`src/rtl/cam_vip_packetizer_pkg.sv`:
```
// Shared types and constants for the camera-to-VIP packetizer.
package cam_vip_pkg;

  // Beat width: three 8-bit symbols carried in parallel.
  localparam int VIP_PIX_W = 24;

  // Avalon-ST Video packet type identifiers.
  localparam logic [3:0] VIP_TYPE_CTRL = 4'hF;
  localparam logic [3:0] VIP_TYPE_DATA = 4'h0;

  // Number of beats in control header plus data-packet type beat.
  localparam int VIP_HDR_BEATS = 5;

  typedef enum logic [2:0] {
    W_IDLE,
    W_HDR,
    W_PIX,
    W_PAD,
    W_EOP,
    W_DONE
  } wr_state_e;

  typedef struct packed {
    logic                 sop;
    logic                 eop;
    logic [VIP_PIX_W-1:0] data;
  } vip_beat_t;

  // Pixels per frame. The 32-bit product covers the full 16-bit x 16-bit range.
  function automatic logic [31:0] total_pixels(input int unsigned w, input int unsigned h);
    return 32'(w * h);
  endfunction

  // Control packet symbols: each nibble sits in the low half of its 8-bit symbol.
  function automatic logic [23:0] ctrl_symbols(input logic [3:0] s0, input logic [3:0] s1,
                                               input logic [3:0] s2);
    return {4'h0, s2, 4'h0, s1, 4'h0, s0};
  endfunction

endpackage

```
`src/rtl/cam_vip_packetizer_fifo.sv`:
```
// Single-clock show-ahead FIFO: the head entry is always presented on rd_data.
module vid_sync_fifo #(
  parameter int WIDTH = 26,
  parameter int DEPTH = 16
) (
  input  logic             clk,
  input  logic             reset,
  input  logic             wr_en,
  input  logic [WIDTH-1:0] wr_data,
  input  logic             rd_en,
  output logic [WIDTH-1:0] rd_data,
  output logic             full,
  output logic             empty
);

  localparam int AW = $clog2(DEPTH);

  logic [WIDTH-1:0] mem_q [DEPTH];
  logic [AW:0]      wr_ptr_q, wr_ptr_d;
  logic [AW:0]      rd_ptr_q, rd_ptr_d;
  logic             do_wr, do_rd;

  // Extra pointer bit distinguishes full from empty when the indices match.
  always_comb begin
    empty    = (wr_ptr_q == rd_ptr_q);
    full     = (wr_ptr_q[AW] != rd_ptr_q[AW]) && (wr_ptr_q[AW-1:0] == rd_ptr_q[AW-1:0]);
    do_wr    = wr_en & ~full;
    do_rd    = rd_en & ~empty;
    wr_ptr_d = wr_ptr_q + {{AW{1'b0}}, do_wr};
    rd_ptr_d = rd_ptr_q + {{AW{1'b0}}, do_rd};
    rd_data  = mem_q[rd_ptr_q[AW-1:0]];
  end

  // Pointer registers; reset empties the FIFO without touching storage.
  always_ff @(posedge clk or posedge reset) begin
    if (reset) begin
      wr_ptr_q <= '0;
      rd_ptr_q <= '0;
    end else begin
      wr_ptr_q <= wr_ptr_d;
      rd_ptr_q <= rd_ptr_d;
    end
  end

  // Storage array, written only when there is room.
  always_ff @(posedge clk) begin
    if (do_wr) begin
      mem_q[wr_ptr_q[AW-1:0]] <= wr_data;
    end
  end

endmodule

```
`src/rtl/cam_vip_packetizer.sv`:
```
// Turns fval/lval/data camera timing into one control packet plus one video
// packet per frame, buffered through a small beat FIFO.
module cam_vip_packetizer
  import cam_vip_pkg::*;
#(
  parameter int PIX_W      = VIP_PIX_W,
  parameter int FRAME_W    = 640,
  parameter int FRAME_H    = 480,
  parameter int FIFO_DEPTH = 16
) (
  input  logic             clk,
  input  logic             reset,
  input  logic             in_fval,
  input  logic             in_lval,
  input  logic [PIX_W-1:0] in_data,
  output logic [PIX_W-1:0] out_data,
  output logic             out_valid,
  input  logic             out_ready,
  output logic             out_sop,
  output logic             out_eop,
  input  logic             status_clr,
  output logic             overflow,
  output logic             hdr_err,
  output logic             short_frame,
  output logic             long_frame,
  output logic [15:0]      frame_cnt
);

  localparam int          BEAT_W = $bits(vip_beat_t);
  localparam logic [31:0] TOTAL  = total_pixels(FRAME_W, FRAME_H);
  localparam logic [31:0] LAST   = TOTAL - 32'd1;
  localparam logic [15:0] W16    = 16'(FRAME_W);
  localparam logic [15:0] H16    = 16'(FRAME_H);
  localparam logic [23:0] HDR1   = ctrl_symbols(W16[15:12], W16[11:8], W16[7:4]);
  localparam logic [23:0] HDR2   = ctrl_symbols(W16[3:0], H16[15:12], H16[11:8]);
  localparam logic [23:0] HDR3   = ctrl_symbols(H16[7:4], H16[3:0], 4'h0);

  wr_state_e   state_q, state_d;
  logic [2:0]  hdr_idx_q, hdr_idx_d;
  logic [31:0] pix_cnt_q, pix_cnt_d;
  logic [15:0] frame_cnt_q, frame_cnt_d;
  logic        fval_q, fval_d;
  logic        overflow_q, overflow_d;
  logic        hdr_err_q, hdr_err_d;
  logic        short_q, short_d;
  logic        long_q, long_d;

  logic        fval_rise, pixel, at_last;
  logic        ovf_set, hdr_set, short_set, long_set;
  logic        wr_en, fifo_full, fifo_empty;
  vip_beat_t   wr_beat, rd_beat;
  logic [BEAT_W-1:0] rd_vec;

  // Writer FSM: next state, counters, FIFO write beat and sticky-flag events.
  always_comb begin
    state_d     = state_q;
    hdr_idx_d   = hdr_idx_q;
    pix_cnt_d   = pix_cnt_q;
    frame_cnt_d = frame_cnt_q;
    fval_d      = in_fval;
    wr_en       = 1'b0;
    wr_beat     = '0;
    ovf_set     = 1'b0;
    hdr_set     = 1'b0;
    short_set   = 1'b0;
    long_set    = 1'b0;
    fval_rise   = in_fval & ~fval_q;
    pixel       = in_fval & in_lval;
    at_last     = (pix_cnt_q >= LAST);

    case (state_q)
      W_IDLE: begin
        if (fval_rise) begin
          state_d   = W_HDR;
          hdr_idx_d = 3'd0;
          pix_cnt_d = '0;
        end
      end
      W_HDR: begin
        if (pixel) begin
          pix_cnt_d = pix_cnt_q + 32'd1;
          hdr_set   = 1'b1;
        end
        if (!fifo_full) begin
          wr_en = 1'b1;
          case (hdr_idx_q)
            3'd0: begin
              wr_beat.sop  = 1'b1;
              wr_beat.data = {20'h0, VIP_TYPE_CTRL};
            end
            3'd1: wr_beat.data = HDR1;
            3'd2: wr_beat.data = HDR2;
            3'd3: begin
              wr_beat.data = HDR3;
              wr_beat.eop  = 1'b1;
            end
            default: begin
              wr_beat.sop  = 1'b1;
              wr_beat.data = {20'h0, VIP_TYPE_DATA};
            end
          endcase
          if (hdr_idx_q == 3'(VIP_HDR_BEATS - 1)) begin
            state_d = W_PIX;
          end else begin
            hdr_idx_d = hdr_idx_q + 3'd1;
          end
        end
      end
      W_PIX: begin
        if (!in_fval) begin
          short_set = (pix_cnt_q < TOTAL);
          state_d   = (pix_cnt_q < TOTAL) ? W_PAD : W_EOP;
        end else if (pixel) begin
          pix_cnt_d = pix_cnt_q + 32'd1;
          if (fifo_full) begin
            ovf_set = 1'b1;
            if (at_last) begin
              state_d = W_EOP;
            end
          end else begin
            wr_en        = 1'b1;
            wr_beat.data = in_data;
            wr_beat.eop  = at_last;
            if (at_last) begin
              frame_cnt_d = frame_cnt_q + 16'd1;
              state_d     = W_DONE;
            end
          end
        end
      end
      W_PAD: begin
        if (!fifo_full) begin
          wr_en       = 1'b1;
          wr_beat.eop = at_last;
          pix_cnt_d   = pix_cnt_q + 32'd1;
          if (at_last) begin
            frame_cnt_d = frame_cnt_q + 16'd1;
            state_d     = W_IDLE;
          end
        end
      end
      W_EOP: begin
        if (!fifo_full) begin
          wr_en       = 1'b1;
          wr_beat.eop = 1'b1;
          frame_cnt_d = frame_cnt_q + 16'd1;
          state_d     = in_fval ? W_DONE : W_IDLE;
        end
      end
      W_DONE: begin
        long_set = pixel;
        if (!in_fval) begin
          state_d = W_IDLE;
        end
      end
      default: state_d = W_IDLE;
    endcase

    overflow_d = (overflow_q & ~status_clr) | ovf_set;
    hdr_err_d  = (hdr_err_q  & ~status_clr) | hdr_set;
    short_d    = (short_q    & ~status_clr) | short_set;
    long_d     = (long_q     & ~status_clr) | long_set;
  end

  // Writer state, counters and sticky flags.
  always_ff @(posedge clk or posedge reset) begin
    if (reset) begin
      state_q     <= W_IDLE;
      hdr_idx_q   <= '0;
      pix_cnt_q   <= '0;
      frame_cnt_q <= '0;
      fval_q      <= 1'b0;
      overflow_q  <= 1'b0;
      hdr_err_q   <= 1'b0;
      short_q     <= 1'b0;
      long_q      <= 1'b0;
    end else begin
      state_q     <= state_d;
      hdr_idx_q   <= hdr_idx_d;
      pix_cnt_q   <= pix_cnt_d;
      frame_cnt_q <= frame_cnt_d;
      fval_q      <= fval_d;
      overflow_q  <= overflow_d;
      hdr_err_q   <= hdr_err_d;
      short_q     <= short_d;
      long_q      <= long_d;
    end
  end

  vid_sync_fifo #(
    .WIDTH(BEAT_W),
    .DEPTH(FIFO_DEPTH)
  ) u_fifo (
    .clk    (clk),
    .reset  (reset),
    .wr_en  (wr_en),
    .wr_data(wr_beat),
    .rd_en  (out_valid & out_ready),
    .rd_data(rd_vec),
    .full   (fifo_full),
    .empty  (fifo_empty)
  );

  // Output side; payload is forced to zero while no beat is presented.
  always_comb begin
    rd_beat     = vip_beat_t'(rd_vec);
    out_valid   = ~fifo_empty;
    out_data    = out_valid ? rd_beat.data : '0;
    out_sop     = out_valid & rd_beat.sop;
    out_eop     = out_valid & rd_beat.eop;
    overflow    = overflow_q;
    hdr_err     = hdr_err_q;
    short_frame = short_q;
    long_frame  = long_q;
    frame_cnt   = frame_cnt_q;
  end

endmodule

```
`config.mk`:
```
export PLATFORM = sky130hd
export DESIGN_NAME = cam_vip_packetizer
export DESIGN_NICKNAME = d
export VERILOG_FILES = /design/src/rtl/cam_vip_packetizer_pkg.sv /design/src/rtl/cam_vip_packetizer_fifo.sv /design/src/rtl/cam_vip_packetizer.sv
export SDC_FILE = /design/constraint.sdc
export NUM_CORES = 1
export LEC_CHECK = 0
export ABC_AREA = 1
export CAP_MARGIN = 20
export CORE_MARGIN = 2
export CORE_UTILIZATION = 40
export CTS_CLUSTER_SIZE = 8
export DETAILED_ROUTE_END_ITERATION = 6
export GPL_ROUTABILITY_DRIVEN = 0
export MAX_ROUTING_LAYER = met4
export PLACE_DENSITY = 0.65
export RECOVER_POWER = 100
export SLEW_MARGIN = 20
export SYNTH_ARGS = -nofsm -noshare
export SYNTH_HDL_FRONTEND = slang
export SYNTH_SLANG_ARGS = --single-unit
```
`constraint.sdc`:
```
create_clock -name clk -period 6.4 [get_ports clk]
set_input_delay 0.64 -clock clk [delete_from_list [all_inputs] [get_ports clk]]
set_output_delay 0.64 -clock clk [all_outputs]
set_load 0.02 [all_outputs]
```
## Word-level counts from Yosys, hierarchy flattened

Memories as Yosys holds them, arrays and structs flattened.
Index checks and enable logic that the tools add are counted.

| storage, ports and cells | value |
|---|---|
| register bits | 69 |
| memory bits (writable) | 416 |
| output and inout bits | 47 |
| logic and storage cells | 131 |
| memories kept | 1 |

Memories:

| name | words | width | read ports | clocked after Yosys merged registers in | wr ports | RTL line | source |
|---|---|---|---|---|---|---|---|
| u_fifo.mem_q | 16 | 26 | 1 | 0 | 1 | cam_vip_packetizer_fifo.sv:18 | `logic [WIDTH-1:0] mem_q [DEPTH];` |

| cells by class | value |
|---|---|
| $add $sub $neg | 5 |
| order comparisons | 2 |
| equal/unequal tests | 24 |
| mux-type cells | 57 |
| bitwise operators | 19 |
| reduce and logical (&&, ||, !) cells | 12 |

Operators by type and width:

| kind | count |
|---|---|
| $mux 32 | 4 |
| $pmux 32 s4 | 1 |
| $mux 16 | 5 |
| $pmux 20 s4 | 1 |
| $mux 25 | 3 |
| $mux 3 | 17 |
| $pmux 16 s3 | 1 |
| $pmux 24 s2 | 1 |
| $add 32x1->32 const B | 1 |
| $ge 32x19->1 const B | 1 |
| $lt 32x19->1 const B | 1 |
| $mux 26 | 1 |
| $mux 24 | 1 |
| $ne 2x2->1 const B | 10 |
| $mux 1 | 18 |
| $pmux 3 s6 | 1 |
| $add 16x1->16 const B | 1 |
| $eq 3x2->1 const B | 4 |
| $reduce_and 4->1 | 3 |
| $and 1x1->1 | 11 |
| $add 5x1->5 | 2 |
| $eq 3x3->1 const B | 3 |
| $reduce_and 9->1 | 1 |
| $eq 3x1->1 const B | 2 |
| 16 further kinds | 25 |

## Depth between registers and ports, before layout

Gate-level depths: netlist of run 1.

| logic depth | value |
|---|---|
| depth in word-level cells | 9 |
| mapped depth | 15 |
| mapped depth without buffers | 14 |

## Cells and area by module

Synthesis of run 1 repeated with hierarchy kept, for this count alone.

| second synthesis, totals | value |
|---|---|
| cells, all modules | 2541 |
| area total of the unflattened synthesis | 23084.6 um^2 |

By module, submodules not included:

| module | times used | cells each | area each (um^2) | sequential area each (um^2) |
|---|---|---|---|---|
| vid_sync_fifo | 1 | 1874 | 18686.7 | 12742.2 |
| cam_vip_packetizer | 1 | 667 | 4398.0 | 1476.4 |

## Least setup slack after synthesis of run 1

OpenSTA, ideal clock, no wires.

| timing path | value |
|---|---|
| path kind | input to register |
| from | in in_fval |
| to | mem u_fifo.mem_q[0][0] (enable) |
| library setup time | 409 ps |
| arrival time | 2600 ps |
| required time | 5991 ps |
| setup slack | 3391 ps |
| cell stages on the path | 6 |
| buffers on the path | 0 |
| cells stage by stage | nand2_1 -> nor2_2 -> inv_2 -> a31oi_4 -> nand3_2 -> nor2_1 |

| on the way | value |
|---|---|
| cells in the longest elaborated chain, start to end | 7 |

RTL lines:

| item | RTL line | source |
|---|---|---|
| start, declared | cam_vip_packetizer.sv:13 | `input logic in_fval,` |
| $and 1x1->1 | cam_vip_packetizer.sv:68 | `pixel = in_fval & in_lval;` |
| $mux 1 | cam_vip_packetizer.sv:113 | `end else if (pixel) begin` |
| $mux 1 (*) | cam_vip_packetizer.sv:110 | `if (!in_fval) begin` |
| $pmux 1 s2 (*) | cam_vip_packetizer.sv:71 | `case (state_q)` |
| $and 1x1->1 (*) | cam_vip_packetizer_fifo.sv:27 | `do_wr = wr_en & ~full;` |
| $mux 1 (*) | cam_vip_packetizer_fifo.sv:47 | `if (do_wr) begin` |
| $mux 1 (implied by the code) (*) | cam_vip_packetizer_fifo.sv:48 | `mem_q[wr_ptr_q[AW-1:0]] <= wr_data;` |
| end, declared | cam_vip_packetizer_fifo.sv:18 |  |

Mark *: on every way between the ends. The rest lies on a longest branch, timed or not.

## Worst setup path after layout of run 1

| timing path | value |
|---|---|
| from | reg u_fifo.rd_ptr_q[2] |
| to | out out_data[12] |

| on the way | value |
|---|---|
| cells in the longest elaborated chain, start to end | 2 |

RTL lines:

| item | RTL line | source |
|---|---|---|
| start, declared | cam_vip_packetizer_fifo.sv:20 | `logic [AW:0] rd_ptr_q, rd_ptr_d;` |
| start signal, assigned | cam_vip_packetizer_fifo.sv:41 | `rd_ptr_q <= rd_ptr_d;` |
| $mem_v2 16x26 or $eq 5x5->1 (tied branches) | - |  |
| $mux 24 (*) | cam_vip_packetizer.sv:208 | `out_data = out_valid ? rd_beat.data : '0;` |
| end, declared | cam_vip_packetizer.sv:16 | `output logic [PIX_W-1:0] out_data,` |

Marked as above.

==> flow_metrics.env, run 1 <==
export IMPL_grt_first_pass_wirelength_um=81100
export IMPL_cts_max_path_buffers=3
export IMPL_syn_inst=1832
export IMPL_cts_tree="done"
export IMPL_place_area_um2=22500
export IMPL_drt_iter0_markers=1434
export IMPL_clock_sinks=485
export IMPL_slew_headroom_pct=-159
export IMPL_synth_cell_area_um2=21000
export IMPL_routedWlPerCell_um=20.2
export IMPL_setup_tns_ns=0
export IMPL_nNetsFinal=1950
export IMPL_p_leak_nw=8.70
export IMPL_pwr_density_cell_nw_per_um2=480
export IMPL_status="finished, violations left"
export IMPL_synth_cell_type_count=42
export IMPL_die_y_um=233
export IMPL_met1_length_um=22900
export IMPL_insertion_delay_ns=0.59
export IMPL_crit_type="flop to output pin"
export IMPL_avgSynthCellArea_um2=11.4
export IMPL_timing_final_crit_share_pct=87.1
export IMPL_antenna_found_initial=2
export IMPL_row_count=83
export IMPL_skew_ns=0.0182
export IMPL_drt_total_wl_um=52600
export IMPL_timing_fmax_mhz=179
export IMPL_core_area_um2=51500
export IMPL_grt_pass1_vias=14200
export IMPL_portBuffers=76
export IMPL_fin_crit_ns=5.58
export IMPL_synth_compound_area_share_pct=9.93
export IMPL_synth_top_cell_area_share_pct=59.6
export IMPL_routed_top_layer="met4"
export IMPL_stdcell_count=2600
export IMPL_ir_drop_uv=326
export IMPL_place_inst=2514
export IMPL_slew_violations=414
export IMPL_clkTransAtPathRegs_ns=0.05
export IMPL_cts_setup_buffers=0
export IMPL_dp_hpwl_um=29800
export IMPL_synthMuxAreaShare_pct=1.43
export IMPL_final_area_um2=24100
export IMPL_min_path_type="flop to flop"
export IMPL_die_area_um2=54200
export IMPL_worstMarginPinSlew_ns=3.88
export IMPL_setup_viol=0
export IMPL_first_pass_iters=6
export IMPL_drive_gt1_share_pct=5.42
export IMPL_yosys_area_share_xor_xnor_pct=1.76
export IMPL_cts_hold_buf=0
export IMPL_grt_overflow=0
export IMPL_h_tree_depth=3
export IMPL_synth_seq_cells=485
export IMPL_end_kind="output pin"
export IMPL_ios=77
export IMPL_ant_nets=0
export IMPL_maxCapViolCount=16
export IMPL_area_growth_pct=15.0
export IMPL_ys_warnings_count=0
export IMPL_crit_fanout=43
export IMPL_cp_arrival_ns=4.94
export IMPL_synth_fp_nets=1873
export IMPL_dr_wl_met3_um=3380
export IMPL_yosys_area_share_simple_pct=14.0
export IMPL_synth_area_leaders="edfxtp_1, dfrtp_1, nor2_1, nand2_1, o21ai_0"
export IMPL_dp_slack_ns=2.18
export IMPL_critPathRequiredTime_ns=5.76
export IMPL_ys_seq_area_share_pct=67.8
export IMPL_num_vias=14300
export IMPL_drc_errors=0
export IMPL_grt_max_degree=211
export IMPL_cts_root_buf="clkbuf_16"
export IMPL_hold_viol=0
export IMPL_grtUsageTotal_pct=20.2
export IMPL_synth_top_family_by_area="simple AND/OR/NAND/NOR gates"
export IMPL_start_kind="flop"
export IMPL_initial_core_util_pct=40.7
export IMPL_dr_wl_met2_um=25400
export IMPL_worst_slack_ns=0.823
export IMPL_yosys_area_share_adder_pct=0.657
export IMPL_utilization_pct=46.8
export IMPL_rsz0062_at_grt="false"
export IMPL_yosysTopAreaCell="edfxtp_1"
export IMPL_via_per_inst=5.50
export IMPL_die_x_um=233
export IMPL_numCtsBuffers=70
export IMPL_violations="capacitance limit, slew limit"
export IMPL_post_cts_resized=0
-- sequential cells by signal, summed over array words and instances, names as in the netlist --
register,cells
short_frame,1
hdr_idx_q,3
state_q,3
fval_q,1
long_frame,1
overflow,1
u_fifo.wr_ptr_q,5
u_fifo.mem_q,416
u_fifo.rd_ptr_q,5
pix_cnt_q,32
frame_cnt,16
hdr_err,1
-- cell families (layout without fill, tap and decap cells) --
logic type      after synthesis  in the layout
simple gates                714            714
flops                       485            485
compound gates              332            332
buf+inv                     218            304
xor+xnor                     42             42
mux                          30             30
fa+ha+maj                    11             11
other cells                   0              2
-- synth_stat cells, drive strengths merged --
| cell type | count |
|---|---|
| nand4 | 9 |
| ha | 11 |
| xor2 | 36 |
| nand3b | 2 |
| nor3b | 1 |
| clkbuf | 42 |
| nand2 | 242 |
| o22ai | 3 |
| o32ai | 55 |
| clkinv | 2 |
| nand3 | 87 |
| a21boi | 1 |
| a22o | 1 |
| mux2i | 30 |
| nor4 | 3 |
| dfrtp | 69 |
| buf | 51 |
| inv | 123 |
| nor2 | 346 |
| a32o | 1 |
| or2 | 2 |
| nor3 | 22 |
| o21ai | 185 |
| a21oi | 26 |
| xnor2 | 6 |
| edfxtp | 416 |
| a31oi | 7 |
| o221ai | 30 |
| o211ai | 22 |
| a211oi | 1 |
-- layer usage --
metal / vias up / GRT usage, %
met5: - / -
met4: 0 / 5.53
met3: 80 / 3.59
met2: 493 / 32.2
met1: 7106 / 26.6
li1: 6625 / -
-- area by class of cell --
cell class	instances	area [um2]
clock buffer	74	1770
antenna	2	5.00
multi-input combinational	1129	5780
clock inverter	7	106
sequential	485	14200
inverter	125	472
tap	680	851
fill	4633	27400
timing repair buffer	98	898
-- report_power, final --
group / total (W) / leakage [nW] / switching (W) / internal, W
Combinational: 0.00405 / 3.00 / 0.00281 / 0.00124
Clock: 0.00319 / 0.912 / 0.00125 / 0.00194
Sequential: 0.00433 / 4.79 / 0.000299 / 0.00403
Total: 0.0116 / 8.70 / 0.00436 / 0.00722
-- cells in the final DEF, fill, tap and decap left out, types with 3 or more instances in the layout --
master / netlist / layout
nand3_2: 7 / 3
dlygate4sd3_1: 0 / 46
nor3_1: 22 / 22
nor2_4: 2 / 3
a31oi_1: 6 / 7
clkdlybuf4s50_1: 0 / 30
o32ai_1: 55 / 55
clkbuf_1: 42 / 18
o22ai_1: 3 / 3
ha_1: 11 / 11
nor2_1: 341 / 340
buf_4: 9 / 6
o211ai_1: 22 / 22
o221ai_1: 30 / 30
inv_2: 7 / 4
nand4_1: 9 / 9
nor2_2: 3 / 3
nand2_1: 240 / 242
xor2_1: 36 / 36
inv_6: 0 / 3
a21oi_1: 25 / 26
dfrtp_1: 69 / 66
edfxtp_1: 416 / 416
mux2i_1: 30 / 30
clkbuf_16: 0 / 70
xnor2_1: 6 / 6
nand3_1: 80 / 84
clkinv_1: 2 / 4
inv_1: 116 / 117
o21ai_0: 147 / 183
-- worst paths after layout --
path                               startpoint                    to  slack, ns  cells after the start
max                        u_fifo.rd_ptr_q[2]          out_data[12]       0.82                      7
min                        u_fifo.rd_ptr_q[4]    u_fifo.rd_ptr_q[4]       0.50                      1
max reg2reg                u_fifo.rd_ptr_q[2]  u_fifo.mem_q[13][21]       1.14                      7
min reg2reg                u_fifo.rd_ptr_q[4]    u_fifo.rd_ptr_q[4]       0.50                      1
max in group asynchronous               reset    u_fifo.rd_ptr_q[0]       1.64                      3
min in group asynchronous               reset                fval_q       2.01                      3
-- worst max-delay path: stages (launching register included) --
cell and delay [ns]:
dfrtp_2 1.09, xor2_1 0.14, nor2_1 0.20, nand2_1 0.10, nor2_1 1.39, clkbuf_1 0.59
a21oi_1 0.13, dlygate4sd3_1 0.69
-- per-stage QoR --
| stage | power [W] | hold slack (ns) |
|---|---|---|
| 5_1_grt | 0.0122 | 0.534 |
| 2_1_floorplan | 0.00702 | 0.464 |
| 3_5_place_dp | 0.00860 | 0.493 |
| 3_3_place_gp | 0.00848 | 0.477 |
| 4_1_cts | 0.0118 | 0.499 |
| 6_report | 0.0116 | 0.504 |
No activity file was read; power rests on OpenSTA's default activity.
==> run 2, diff against run 1 <==
--- a/config.mk
+++ b/config.mk
@@ -14,7 +14,7 @@
 export GPL_ROUTABILITY_DRIVEN = 0
 export MAX_ROUTING_LAYER = met4
 export PLACE_DENSITY = 0.65
-export RECOVER_POWER = 100
+export RECOVER_POWER = 50
 export SLEW_MARGIN = 20
 export SYNTH_ARGS = -nofsm -noshare
 export SYNTH_HDL_FRONTEND = slang
==> run 2 against run 1 <==
  * The run still ends with capacitance limit, slew limit left
  * Critical path depth is 1 lower
  * Critical endpoint is now out_data[2]
  * Largest power group unchanged
  * Sequential cell count stayed put
  * Global-route usage stayed put
  * Via count hardly changed
  * Sequential share of layout area is 0.14 points lower
  * Fmax is 3.1% higher
  * Die area stayed put
  * Combinational power is 3% higher
  * Non-clock buffer count stayed put
  * Worst hold slack worse by 0.0077 ns
  * Clock-buffer cell count stayed put
==> flow_metrics.env, run 2 (synthesis gave the netlist of run 1 again) <==
export IMPL_end_kind="output pin"
export IMPL_holdPathStages=1
export IMPL_r2r_cells=8
export IMPL_h_tree_depth=3
export IMPL_ant_nets=0
export IMPL_grt_max_degree=211
export IMPL_worst_slack_ns=0.993
export IMPL_post_cts_resized=0
export IMPL_routedWlPerCell_um=20.3
export IMPL_crit_type="flop to output pin"
export IMPL_setup_tns_ns=0
export IMPL_rsz0062_at_grt="false"
export IMPL_initial_core_util_pct=40.7
export IMPL_cts_root_buf="clkbuf_16"
export IMPL_timing_fmax_mhz=185
export IMPL_cp_arrival_ns=4.77
export IMPL_largest_reg_flops=416
export IMPL_row_count=83
export IMPL_reg2reg_setup_slack_ns=1.14
export IMPL_cts_hold_buf=0
export IMPL_min_path_type="flop to flop"
export IMPL_num_vias=14300
export IMPL_drc_errors=0
export IMPL_cts_tree="done"
export IMPL_ios=77
export IMPL_ir_drop_uv=325
export IMPL_fillers=4623
export IMPL_grt_overflow=0
export IMPL_skew_ns=0.0164
export IMPL_antenna_found_initial=2
export IMPL_critPathRequiredTime_ns=5.76
export IMPL_nNetsFinal=1950
export IMPL_crit_fanout=43
export IMPL_dp_slack_ns=2.18
export IMPL_grt_pass1_vias=14200
export IMPL_worstMarginPinSlew_ns=3.88
export IMPL_numCtsBuffers=70
export IMPL_violations="capacitance limit, slew limit"
export IMPL_die_y_um=233
export IMPL_pwr_density_cell_nw_per_um2=483
export IMPL_cts_setup_buffers=0
export IMPL_dp_hpwl_um=29800
export IMPL_drt_total_wl_um=52700
export IMPL_hold_viol=0
export IMPL_grtUsageTotal_pct=20.2
export IMPL_clock_sinks=485
export IMPL_maxCapViolCount=9
export IMPL_finalPower_w=0.0117
export IMPL_stdcell_count=2599
export IMPL_p_leak_nw=8.69
export IMPL_grt_first_pass_wirelength_um=81100
export IMPL_area_growth_pct=15.3
export IMPL_fin_crit_ns=5.41
export IMPL_clkTransAtPathRegs_ns=0.05
export IMPL_insertion_delay_ns=0.59
export IMPL_timing_final_crit_share_pct=84.5
export IMPL_slew_violations=225
export IMPL_cts_max_path_buffers=3
export IMPL_mostFrequentLayoutCell="edfxtp_1"
export IMPL_final_cell_mix="edfxtp_1, nor2_1, nand2_1"
export IMPL_status="finished, violations left"
export IMPL_setup_viol=0
export IMPL_place_inst=2514
export IMPL_core_area_um2=51500
export IMPL_via_per_inst=5.51
export IMPL_portBuffers=76
export IMPL_die_x_um=233
export IMPL_die_area_um2=54200
export IMPL_drive_gt1_share_pct=5.89
export IMPL_drt_iter0_markers=1467
export IMPL_slew_headroom_pct=-158
export IMPL_first_pass_iters=5
export IMPL_start_kind="flop"
## run 2: changes by cell type in the layout (fill, tap and decap cells not counted)
cell,delta
clkdlybuf4s50_1,+24
nor2_2,+1
dlygate4sd3_1,-24
clkbuf_1,-1
buf_4,+1
diode_2,-1
nor2_4,+7
nor2_1,-8
## run 2: through the flow
step / instance area (um2) / hold WS, ns / util (%)
floorplan: 21000 / 0.464 / -
global placement: 22400 / 0.477 / 43.5
detailed placement: 22500 / 0.493 / 43.6
CTS: 24400 / 0.499 / 47.3
global route: 24200 / 0.534 / 46.9
finish: 24200 / 0.496 / 46.9
## run 2: path summary, 6_finish.rpt
check	start	end
setup reg to reg	u_fifo.rd_ptr_q[2]	u_fifo.mem_q[0][7]
hold reg to reg	u_fifo.wr_ptr_q[4]	u_fifo.wr_ptr_q[4]
hold / removal	u_fifo.wr_ptr_q[4]	u_fifo.wr_ptr_q[4]
max in group asynchronous	reset	u_fifo.rd_ptr_q[0]
setup / recovery	u_fifo.rd_ptr_q[2]	out_data[2]
min in group asynchronous	reset	fval_q
## run 2: layout make-up
class	count	area (um2)	area share, %
tap	680	851	3.52
inverter	125	472	1.95
clock inverter	7	106	0.440
timing repair buffer	98	902	3.73
multi-input combinational	1129	5840	24.2
antenna	1	2.50	0.0104
sequential	485	14200	58.9
clock buffer	74	1770	7.31
## run 2: where the power goes
group	total [W]	internal (W)	leakage, nW	switching, W
sequential	0.00432	0.00402	4.79	0.000300
clock	0.00320	0.00195	0.912	0.00126
combinational	0.00416	0.00131	2.99	0.00284
## run 2: per-layer routing
| metal | wire [um] | part of all wire, % | track usage, % |
|---|---|---|---|
| met1 | 22800 | 43 | 26.6 |
| met2 | 25500 | 48 | 32.2 |
| met3 | 3450 | 6.5 | 3.59 |
| met4 | 981 | 1.9 | 5.53 |
| met5 | 0 | 0 | - |
## run 2: worst max-delay path: stages (launching register included)
cell and delay [ns]:
dfrtp_2 1.10, xor2_1 0.14, nor2_1 0.20, nand2_1 0.10, nor2_1 1.45, a21oi_1 0.48, clkdlybuf4s50_1 0.71
